--- src/rtl/cc4_frame_sequencer_if.sv ---
// Bundle of payload, encoder, symbol-tag and noise-control signals that
// connect the frame sequencer to its encoder and surrounding logic.
// The master side is the sequencer; the slave side is its environment.
interface cc4_frame_sequencer_if #(
   parameter int CNT_W = 8
) ();
   logic             s_valid;
   logic             s_data;
   logic             s_ready;
   logic             enc_in;
   logic             enc_out1;
   logic             enc_out2;
   logic             m_valid;
   logic             m_out1;
   logic             m_out2;
   logic             m_sof;
   logic             m_eof;
   logic             m_tail;
   logic             m_abort;
   logic             noise_req;
   logic             noise_sel_req;
   logic             noise0;
   logic             noise1;
   logic             busy;
   logic [CNT_W-1:0] frame_cnt;
   logic [CNT_W-1:0] err_cnt;

   modport master (
      input  s_valid, s_data, enc_out1, enc_out2, noise_req, noise_sel_req,
      output s_ready, enc_in, m_valid, m_out1, m_out2, m_sof, m_eof, m_tail,
             m_abort, noise0, noise1, busy, frame_cnt, err_cnt
   );

   modport slave (
      output s_valid, s_data, enc_out1, enc_out2, noise_req, noise_sel_req,
      input  s_ready, enc_in, m_valid, m_out1, m_out2, m_sof, m_eof, m_tail,
             m_abort, noise0, noise1, busy, frame_cnt, err_cnt
   );
endinterface

--- src/rtl/cc4_frame_sequencer.sv ---
// Frame sequencer for the free-running K=4 rate-1/2 convolutional encoder.
// Feeds payload bits into the encoder, appends zero tail bits so the trellis
// terminates, tags the resulting symbol pairs and gates noise injection so
// errors only land on payload symbols with a minimum spacing between them.
module cc4_frame_sequencer #(
   parameter int FRAME_LEN = 16,
   parameter int TAIL_LEN  = 3,
   parameter int MIN_GAP   = 8,
   parameter int CNT_W     = 8
) (
   input logic                   clock,
   input logic                   reset,
   cc4_frame_sequencer_if.master bus
);
   localparam int BIT_W = $clog2(FRAME_LEN + TAIL_LEN + 1) + 1;
   localparam int GAP_W = $clog2(MIN_GAP + 1);

   localparam logic [BIT_W-1:0] PAY_LAST   = BIT_W'(FRAME_LEN - 1);
   localparam logic [BIT_W-1:0] TAIL_LAST  = BIT_W'(TAIL_LEN - 1);
   localparam logic [BIT_W-1:0] FLUSH_LAST = BIT_W'(TAIL_LEN);

   typedef enum logic [1:0] {FLUSH, IDLE, PAYLOAD, TAIL} state_t;

   state_t           state;
   state_t           state_next;
   logic [BIT_W-1:0] cnt;
   logic             abort;
   logic             s_ready;
   logic             xfer;
   logic             enc_in;
   logic             tail_last;
   logic             tag_valid;
   logic             tag_sof;
   logic             tag_tail;
   logic             tag_eof;
   logic             tag_abort;
   logic             m_valid;
   logic             m_sof;
   logic             m_tail;
   logic             m_eof;
   logic             m_abort;
   logic [GAP_W-1:0] gap;
   logic             permit;
   logic             grant;
   logic [CNT_W-1:0] frame_cnt;
   logic [CNT_W-1:0] err_cnt;

   // State register; reset re-enters FLUSH because the encoder itself has no reset.
   always_ff @(posedge clock or posedge reset) begin
      if (reset) begin
         state <= FLUSH;
      end else begin
         state <= state_next;
      end
   end

   // Next-state logic: flush, wait for bit 0, take payload (or underrun), then tail.
   always_comb begin
      state_next = state;
      case (state)
         FLUSH: begin
            if (cnt == FLUSH_LAST) state_next = IDLE;
         end
         IDLE: begin
            if (bus.s_valid) state_next = (FRAME_LEN == 1) ? TAIL : PAYLOAD;
         end
         PAYLOAD: begin
            if (!bus.s_valid || cnt == PAY_LAST) state_next = TAIL;
         end
         TAIL: begin
            if (cnt == TAIL_LAST) state_next = IDLE;
         end
         default: state_next = FLUSH;
      endcase
   end

   // Output logic: handshake, encoder drive and the per-bit tags that get registered.
   always_comb begin
      s_ready   = (state == IDLE) || (state == PAYLOAD);
      xfer      = s_ready & bus.s_valid;
      enc_in    = xfer & bus.s_data;
      tail_last = (state == TAIL) && (cnt == TAIL_LAST);
      tag_valid = xfer || (state == TAIL);
      tag_sof   = xfer && (state == IDLE);
      tag_tail  = (state == TAIL);
      tag_eof   = tail_last;
      tag_abort = tail_last & abort;
   end

   // Bit/flush/tail counter, underrun flag and completed-frame counter.
   always_ff @(posedge clock or posedge reset) begin
      if (reset) begin
         cnt       <= '0;
         abort     <= 1'b0;
         frame_cnt <= '0;
      end else begin
         if (state_next != state) begin
            cnt <= (state_next == PAYLOAD) ? BIT_W'(1) : '0;
         end else if (state == FLUSH || state == TAIL || xfer) begin
            cnt <= cnt + BIT_W'(1);
         end
         if (state == PAYLOAD && !bus.s_valid) begin
            abort <= 1'b1;
         end else if (tail_last) begin
            abort <= 1'b0;
         end
         if (tail_last) begin
            frame_cnt <= frame_cnt + CNT_W'(1);
         end
      end
   end

   // Tags delayed one cycle so they line up with the encoder's registered symbols.
   always_ff @(posedge clock or posedge reset) begin
      if (reset) begin
         m_valid <= 1'b0;
         m_sof   <= 1'b0;
         m_tail  <= 1'b0;
         m_eof   <= 1'b0;
         m_abort <= 1'b0;
      end else begin
         m_valid <= tag_valid;
         m_sof   <= tag_sof;
         m_tail  <= tag_tail;
         m_eof   <= tag_eof;
         m_abort <= tag_abort;
      end
   end

   // Noise permission: only payload symbols outside the spacing window get an error.
   always_comb begin
      permit = m_valid & ~m_tail & (gap == '0);
      grant  = bus.noise_req & permit;
   end

   // Spacing window and granted-error counter; requests that are not granted are dropped.
   always_ff @(posedge clock or posedge reset) begin
      if (reset) begin
         gap     <= '0;
         err_cnt <= '0;
      end else if (grant) begin
         gap     <= GAP_W'(MIN_GAP);
         err_cnt <= err_cnt + CNT_W'(1);
      end else if (gap != '0) begin
         gap <= gap - GAP_W'(1);
      end
   end

   assign bus.s_ready   = s_ready;
   assign bus.enc_in    = enc_in;
   assign bus.m_valid   = m_valid;
   assign bus.m_out1    = bus.enc_out1;
   assign bus.m_out2    = bus.enc_out2;
   assign bus.m_sof     = m_sof;
   assign bus.m_tail    = m_tail;
   assign bus.m_eof     = m_eof;
   assign bus.m_abort   = m_abort;
   assign bus.noise0    = bus.noise_sel_req;
   assign bus.noise1    = ~grant;
   assign bus.busy      = (state != IDLE);
   assign bus.frame_cnt = frame_cnt;
   assign bus.err_cnt   = err_cnt;
endmodule

--- src/flat_wrapper.sv ---
// flat-port wrapper written by rule: the top's interface ports become plain ports
module cc4_frame_sequencer_flat 
#(
   parameter int FRAME_LEN = 16,
   parameter int TAIL_LEN  = 3,
   parameter int MIN_GAP   = 8,
   parameter int CNT_W     = 8
)
  (clock, reset, bus_s_valid, bus_s_data, bus_enc_out1, bus_enc_out2, bus_noise_req, bus_noise_sel_req, bus_s_ready, bus_enc_in, bus_m_valid, bus_m_out1, bus_m_out2, bus_m_sof, bus_m_eof, bus_m_tail, bus_m_abort, bus_noise0, bus_noise1, bus_busy, bus_frame_cnt, bus_err_cnt);
  cc4_frame_sequencer_if #(.CNT_W(CNT_W)) bus_i ();
  input logic clock;
  input logic reset;
  input wire logic [$bits(bus_i.s_valid)-1:0] bus_s_valid;
  input wire logic [$bits(bus_i.s_data)-1:0] bus_s_data;
  input wire logic [$bits(bus_i.enc_out1)-1:0] bus_enc_out1;
  input wire logic [$bits(bus_i.enc_out2)-1:0] bus_enc_out2;
  input wire logic [$bits(bus_i.noise_req)-1:0] bus_noise_req;
  input wire logic [$bits(bus_i.noise_sel_req)-1:0] bus_noise_sel_req;
  output wire logic [$bits(bus_i.s_ready)-1:0] bus_s_ready;
  output wire logic [$bits(bus_i.enc_in)-1:0] bus_enc_in;
  output wire logic [$bits(bus_i.m_valid)-1:0] bus_m_valid;
  output wire logic [$bits(bus_i.m_out1)-1:0] bus_m_out1;
  output wire logic [$bits(bus_i.m_out2)-1:0] bus_m_out2;
  output wire logic [$bits(bus_i.m_sof)-1:0] bus_m_sof;
  output wire logic [$bits(bus_i.m_eof)-1:0] bus_m_eof;
  output wire logic [$bits(bus_i.m_tail)-1:0] bus_m_tail;
  output wire logic [$bits(bus_i.m_abort)-1:0] bus_m_abort;
  output wire logic [$bits(bus_i.noise0)-1:0] bus_noise0;
  output wire logic [$bits(bus_i.noise1)-1:0] bus_noise1;
  output wire logic [$bits(bus_i.busy)-1:0] bus_busy;
  output wire logic [$bits(bus_i.frame_cnt)-1:0] bus_frame_cnt;
  output wire logic [$bits(bus_i.err_cnt)-1:0] bus_err_cnt;
  assign bus_i.s_valid = bus_s_valid;
  assign bus_i.s_data = bus_s_data;
  assign bus_i.enc_out1 = bus_enc_out1;
  assign bus_i.enc_out2 = bus_enc_out2;
  assign bus_i.noise_req = bus_noise_req;
  assign bus_i.noise_sel_req = bus_noise_sel_req;
  assign bus_s_ready = bus_i.s_ready;
  assign bus_enc_in = bus_i.enc_in;
  assign bus_m_valid = bus_i.m_valid;
  assign bus_m_out1 = bus_i.m_out1;
  assign bus_m_out2 = bus_i.m_out2;
  assign bus_m_sof = bus_i.m_sof;
  assign bus_m_eof = bus_i.m_eof;
  assign bus_m_tail = bus_i.m_tail;
  assign bus_m_abort = bus_i.m_abort;
  assign bus_noise0 = bus_i.noise0;
  assign bus_noise1 = bus_i.noise1;
  assign bus_busy = bus_i.busy;
  assign bus_frame_cnt = bus_i.frame_cnt;
  assign bus_err_cnt = bus_i.err_cnt;
  cc4_frame_sequencer #(.FRAME_LEN(FRAME_LEN), .TAIL_LEN(TAIL_LEN), .MIN_GAP(MIN_GAP), .CNT_W(CNT_W)) u_core (.clock(clock), .reset(reset), .bus(bus_i));
endmodule
--- config.mk ---
export PLATFORM = sky130hd
export DESIGN_NAME = cc4_frame_sequencer_flat
export DESIGN_NICKNAME = d
export VERILOG_FILES = /design/src/rtl/cc4_frame_sequencer_if.sv /design/src/rtl/cc4_frame_sequencer.sv /design/src/flat_wrapper.sv
export SDC_FILE = /design/constraint.sdc
export NUM_CORES = 1
export LEC_CHECK = 0
export CAP_MARGIN = 20
export CORE_MARGIN = 8
export CORE_UTILIZATION = 56
export DETAILED_ROUTE_END_ITERATION = 7
export DONT_BUFFER_PORTS = 1
export PLACE_DENSITY = 0.74
export SYNTH_ARGS = -nofsm -noshare
export SYNTH_HDL_FRONTEND = slang
export SYNTH_SLANG_ARGS = --single-unit
--- constraint.sdc ---
create_clock -name clock -period 1.8 [get_ports clock]
set_clock_uncertainty 0.05 [all_clocks]
set_input_delay 0.18 -clock clock [delete_from_list [all_inputs] [get_ports clock]]
set_output_delay 0.18 -clock clock [all_outputs]
set_load 0.01 [all_outputs]
== Word-level counts from Yosys, hierarchy flattened ==
Cells that the tools add are included.
Storage, ports and cells
  register bits after elaboration: 34
  output and inout port bits: 28
  bits of input ports: 8
  word-level logic and storage cells: 59
Cells by class
  add/sub/neg operators: 4
  reductions and logical operators: 15
  multiplexer cells: 12
  bitwise gates (word level): 8
  equality and inequality tests: 9
Operators by type and width (number)
  adder 8 x 1 -> 8 bit, second input constant: 2
  equality test 6 x 2 -> 1 bit, second input constant: 2
  2-to-1 mux 6 bit: 2
  2-to-1 mux 2 bit: 4
  2-to-1 mux 4 bit: 2
  case mux 2 bit (4 select lines): 1
  adder 6 x 1 -> 6 bit, second input constant: 1
  AND 1 bit: 6
  equality test 2 bit, second input constant: 3
  equality test 6 x 4 -> 1 bit, second input constant: 1
  nonzero test 2 bit: 3
  logical OR 1 bit: 5
  logical NOT 4 bit: 1
  nonzero test 4 bit: 1
  subtractor 4 x 1 -> 4 bit, second input constant: 1
  logical AND 1 bit: 3
  2-to-1 mux 1 bit: 3
  equality test 2 x 1 -> 1 bit, second input constant: 1
  logical NOT 2 bit: 1
  != test 2 x 1 -> 1 bit, second input constant: 1
  != test 2 bit: 1
  inverter 1 bit: 2
  logical NOT 1 bit: 1

== Depth between registers and ports, before layout ==
  depth after elaboration: 7
  gate-level depth with buffers: 8
  depth with buffers taken out: 8

== Least setup slack after synthesis ==
No wires, ideal clock.
  path kind: reg-to-reg
  from: register u_core.state[1]
  to: register u_core.cnt[0]
  setup slack: -164 ps
  arrival time: 1793 ps
  data required time: 1630 ps
  library setup time: 120 ps
  cell stages (with the launch flop): 9
  clock period less this slack: 1964 ps
  path buffers: 0
  cell sequence: dfrtp_1 -> inv_1 -> ha_1 -> and2_1 -> o22a_1 -> o21ai_2 -> a21boi_0 -> a21oi_1 -> o211a_1
Between the ends
  cells in the longest elaborated chain, start to end: 5
  elaborated cells between the ends (all ways): 18
  classes of those cells: eq/ne (5); mux (7); bitwise (1); reduce/logical (5)
Ends and longest elaborated chain
  from (decl): line cc4_frame_sequencer.sv:24  | state_t state;
  from (signal assigned): line cc4_frame_sequencer.sv:53  | state <= state_next;
  equality test 2 bit (tied with other cells): line cc4_frame_sequencer.sv:60, cc4_frame_sequencer.sv:99
  case mux 2 bit (4 select lines) / logical OR 1 bit (equally long branches): line cc4_frame_sequencer.sv:60, cc4_frame_sequencer.sv:79
  equality test 2 bit / AND 1 bit (equally long branches): line cc4_frame_sequencer.sv:98, cc4_frame_sequencer.sv:80
  2-to-1 mux 1 bit / logical OR 1 bit (equally long branches): line cc4_frame_sequencer.sv:98, cc4_frame_sequencer.sv:99
  2-to-1 mux 6 bit / nonzero test 2 bit (equally long branches)
  to (signal assigned): line cc4_frame_sequencer.sv:98  | cnt <= (state_next == PAYLOAD) ? BIT_W'(1) : '0;
  to (signal assigned): line cc4_frame_sequencer.sv:100  | cnt <= cnt + BIT_W'(1);
  to (decl): line cc4_frame_sequencer.sv:26  | logic [BIT_W-1:0] cnt;
Parallel ways exist; a longest one is shown, timed or not.
A chain may end at the register's enable or synchronous reset.

== Final worst setup path ==
  from: register u_core.cnt[0]
  to: register u_core.cnt[0]
Between the ends
  cells in the longest elaborated chain, start to end: 7
  elaborated cells between the ends (all ways): 15
  classes of those cells: add/sub (1); eq/ne (5); mux (7); reduce/logical (2)
Ends and longest elaborated chain
  equality test 6 x 4 -> 1 bit: line cc4_frame_sequencer.sv:68  | if (!bus.s_valid || cnt == PAY_LAST) state_next = TAIL;
  logical OR 1 bit: line cc4_frame_sequencer.sv:68
  2-to-1 mux 2 bit: line cc4_frame_sequencer.sv:68
  case mux 2 bit (4 select lines): line cc4_frame_sequencer.sv:60  | case (state)
  equality test 2 bit: line cc4_frame_sequencer.sv:98
  2-to-1 mux 1 bit: line cc4_frame_sequencer.sv:98
  2-to-1 mux 6 bit: line cc4_frame_sequencer.sv:97  | if (state_next != state) begin
Parallel ways exist; a longest one is shown, timed or not. The select of a mux whose other input is x is not followed.

==> run summary <==
Final Instance Area -> 2290 um^2
Pwr Density -> 1550 nW/um^2
Via density -> 5.80
detailed placement HPWL -> 2530 um
WHS -> 0.0592 ns
TritonCTS buffer count -> 5
diode count -> 0
die area -> 5060 um^2
violated checks -> setup timing
Max Buffers Root-to-Sink -> 2
multi-input logic area -> 938 um^2
largest net degree at the start of global routing -> 35
GRT overflow -> 0
Die W -> 71.2 um
I/O Pins -> 36
library cells used by synthesis -> 41
Layout Cells excl Fill -> 234
first-pass detailed-route iteration total -> 4
min Tclk post-route -> 2.00 ns
Initial Util -> 57.2%
RD Place Congestion -> 0.839
required time worst endpoint -> 1.98 ns
f_max -> 499 MHz
Area after DPL -> 1910 um^2
max cap viols -> 0
leakage power -> 1.09 nW
drt wl/cell -> 18.1 um
CP arrival -> 2.19 ns
Reg power frac -> 33.1%
Cells after Synth -> 154
fillers -> 175
CTS tree -> built
DIE HEIGHT -> 71.2 um
worst slew pin tran -> 0.456 ns
outcome -> finished, violations left
share of post-route cells with drive strength above 1 -> 41.3%
GRT Util Overall -> 15.3%
Rows -> 20
Clk pwr share -> 12.4%
clk slew on worst S/H paths -> 0.10 ns
syn nets -> 171
CP startpoint kind -> register
Iteration-0 DRC Markers -> 77
crit share post-route -> 111%
combinational share of power -> 54.5%
Yosys reg bits -> 34
root buffer cell -> clkbuf_4
largest cells by area after synthesis -> dfrtp_1 (50%), xnor2_1 (6.7%), ha_1 (6.6%)
IO buf count -> 0
DP Cell Count -> 207
crit path capture type -> register
register area -> 853 um^2
first-pass GRT wire length -> 6240 um
Pint -> 0.00217 W
Post-Syn Area -> 1700 um^2
Psw -> 0.00138 W
antenna-violating nets left -> 0
peak supply drop -> 929 uV
clock sinks -> 34
Slew Viols, Final -> 0
post-synth top area share -> 49.9%
Hold/Removal Path Class -> input port to register
number of global-route vias before repair -> 1,336
Seq/Total Area, Yosys -> 49.9%
nets -> 217
Yosys warnings -> 0
Finish-stage setup viols -> 6
kind of critical path -> register to register
Final WS setup -> -0.202 ns
sw frac -> 38.7%
Routed Wire Length -> 4230 um
RSZ-0062 raised after global routing -> yes
Synth area leader -> dfrtp_1
H-tree levels -> 2
CP Max Fanout -> 3
Avg Inst Size Synth -> 11.1 um^2
Area Overhead vs Synth -> 34.4%
via count -> 1,357
initial antenna violation count -> 0
Worst-Skew Late Latency -> 0.33 ns
residual DRC count -> 0
core area -> 2980 um^2
Fin. Hold Viols -> 0
Rel. slew slack -> 69.5%
-- power groups by stage --
stage                     Clock [W]  Sequential (W)  Combinational, W
after global routing       0.000485         0.00120           0.00207
final                      0.000439         0.00118           0.00193
after floorplan                   0         0.00114          0.000804
after detailed placement          0         0.00117           0.00128
after CTS                  0.000451         0.00117           0.00162
after global placement            0         0.00116           0.00122
-- layout by cell type (no fill, tap or decap), types with 3 or more instances in the layout --
cell	n
nand3_1	4
inv_1	6
nand4_1	8
o21ai_0	4
xor2_1	5
buf_4	38
inv_2	3
clkbuf_4	5
ha_4	5
a21oi_1	4
buf_6	4
xnor2_1	13
dfrtp_1	32
nor2_1	7
and3_1	4
nand2_1	10
-- cell usage after synthesis (all sizes together) --
library cell	n
nand4	8
nand2b	1
o21ai	5
nor2b	2
inv	11
a211o	1
nor4	1
o22a	1
and3	5
and2	3
xnor2	13
nor3b	2
o31ai	2
a21oi	5
or3	1
a221oi	1
o21bai	1
a31oi	1
buf	5
ha	9
a21o	1
o31a	1
dfrtp	34
nor4b	1
nor2	8
nor3	3
o211a	1
xor2	5
a21boi	2
a211oi	2
mux2	2
o211ai	1
nand3	4
and4	1
nand2	10
-- layout make-up --
| type | count | area share, % |
|---|---|---|
| clock buffers | 7 | 2.40 |
| clock inverters | 1 | 0.219 |
| inverters | 11 | 2.02 |
| multi-input cells | 104 | 41.0 |
| flip-flops and latches | 34 | 37.3 |
| well taps | 33 | 1.80 |
| repair buffers | 44 | 15.3 |
-- cell families (layout without fill, tap and decap cells) --
family | Yosys count | count (layout) | synth area share [%]
AOI/OAI and AO/OA | 25 | 25 | 11.4
DFF | 34 | 34 | 49.9
xor gates and xnor gates | 18 | 18 | 9.25
muxes | 2 | 2 | 1.32
and+or+nand+nor | 50 | 50 | 17.0
buffers and inverters | 16 | 63 | 4.48
adders and majority gates | 9 | 9 | 6.61
-- sequential cells by signal, indices dropped and copies added, names as in the netlist --
name                  flops
u_core.bus.m_sof          1
u_core.cnt                6
u_core.gap                4
u_core.state              2
u_core.bus.m_valid        1
u_core.bus.m_abort        1
u_core.abort              1
u_core.bus.m_tail         1
u_core.bus.frame_cnt      8
u_core.bus.m_eof          1
u_core.bus.err_cnt        8
-- path summary, 6_finish.rpt --
path,startpoint,endpoint,slack [ns],cells after the start
worst max register to register,u_core.cnt[0],u_core.cnt[0],-0.20,7
max in group asynchronous,reset,u_core.state[1],1.05,3
min in group asynchronous,reset,u_core.bus.err_cnt[1],0.32,3
worst min register to register,u_core.abort,u_core.bus.m_abort,0.46,1
worst min-delay path,bus_s_valid,u_core.bus.m_sof,0.06,2
worst max-delay path,u_core.cnt[0],u_core.cnt[0],-0.20,7
-- routing by layer --
| metal | global-route usage (%) | vias to the layer above | wire, um |
|---|---|---|---|
| met5 | 0 | - | 0 |
| met4 | 4.39 | 0 | 84 |
| met3 | 5.08 | 10 | 250 |
| met2 | 26.3 | 48 | 2180 |
| met1 | 17.6 | 671 | 1720 |
| li1 | - | 628 | - |
-- worst max-delay path, stage by stage, from the launching register on --
cell and delay [ns]:
dfrtp_1 0.43, ha_4 0.16, nor3b_2 0.18, nand4_1 0.22
a211oi_2 0.36, a21oi_2 0.09, a211o_1 0.31, o211a_1 0.11
-- what timing repair did --
item	in CTS	in global routing
buffers inserted	9	9
pin swaps	9	14
setup endpoints to repair	8	11
resized for setup	24	12
endpoints found under the hold margin	36	0
hold buffers	2	0
-- metrics by stage --
step	TNS (ns)	utilization, %	power, W	setup WS [ns]
final	-0.920	76.9	0.00355	-0.202
after global routing	-1.28	76.9	0.00376	-0.242
after CTS	-0.196	73.3	0.00324	-0.0872
after detailed placement	-0.828	64.2	0.00245	-0.192
after global placement	-0.230	64.2	0.00238	-0.115
after floorplan	-0.0649	-	0.00195	-0.0319
(Power assumes the default switching activity.)
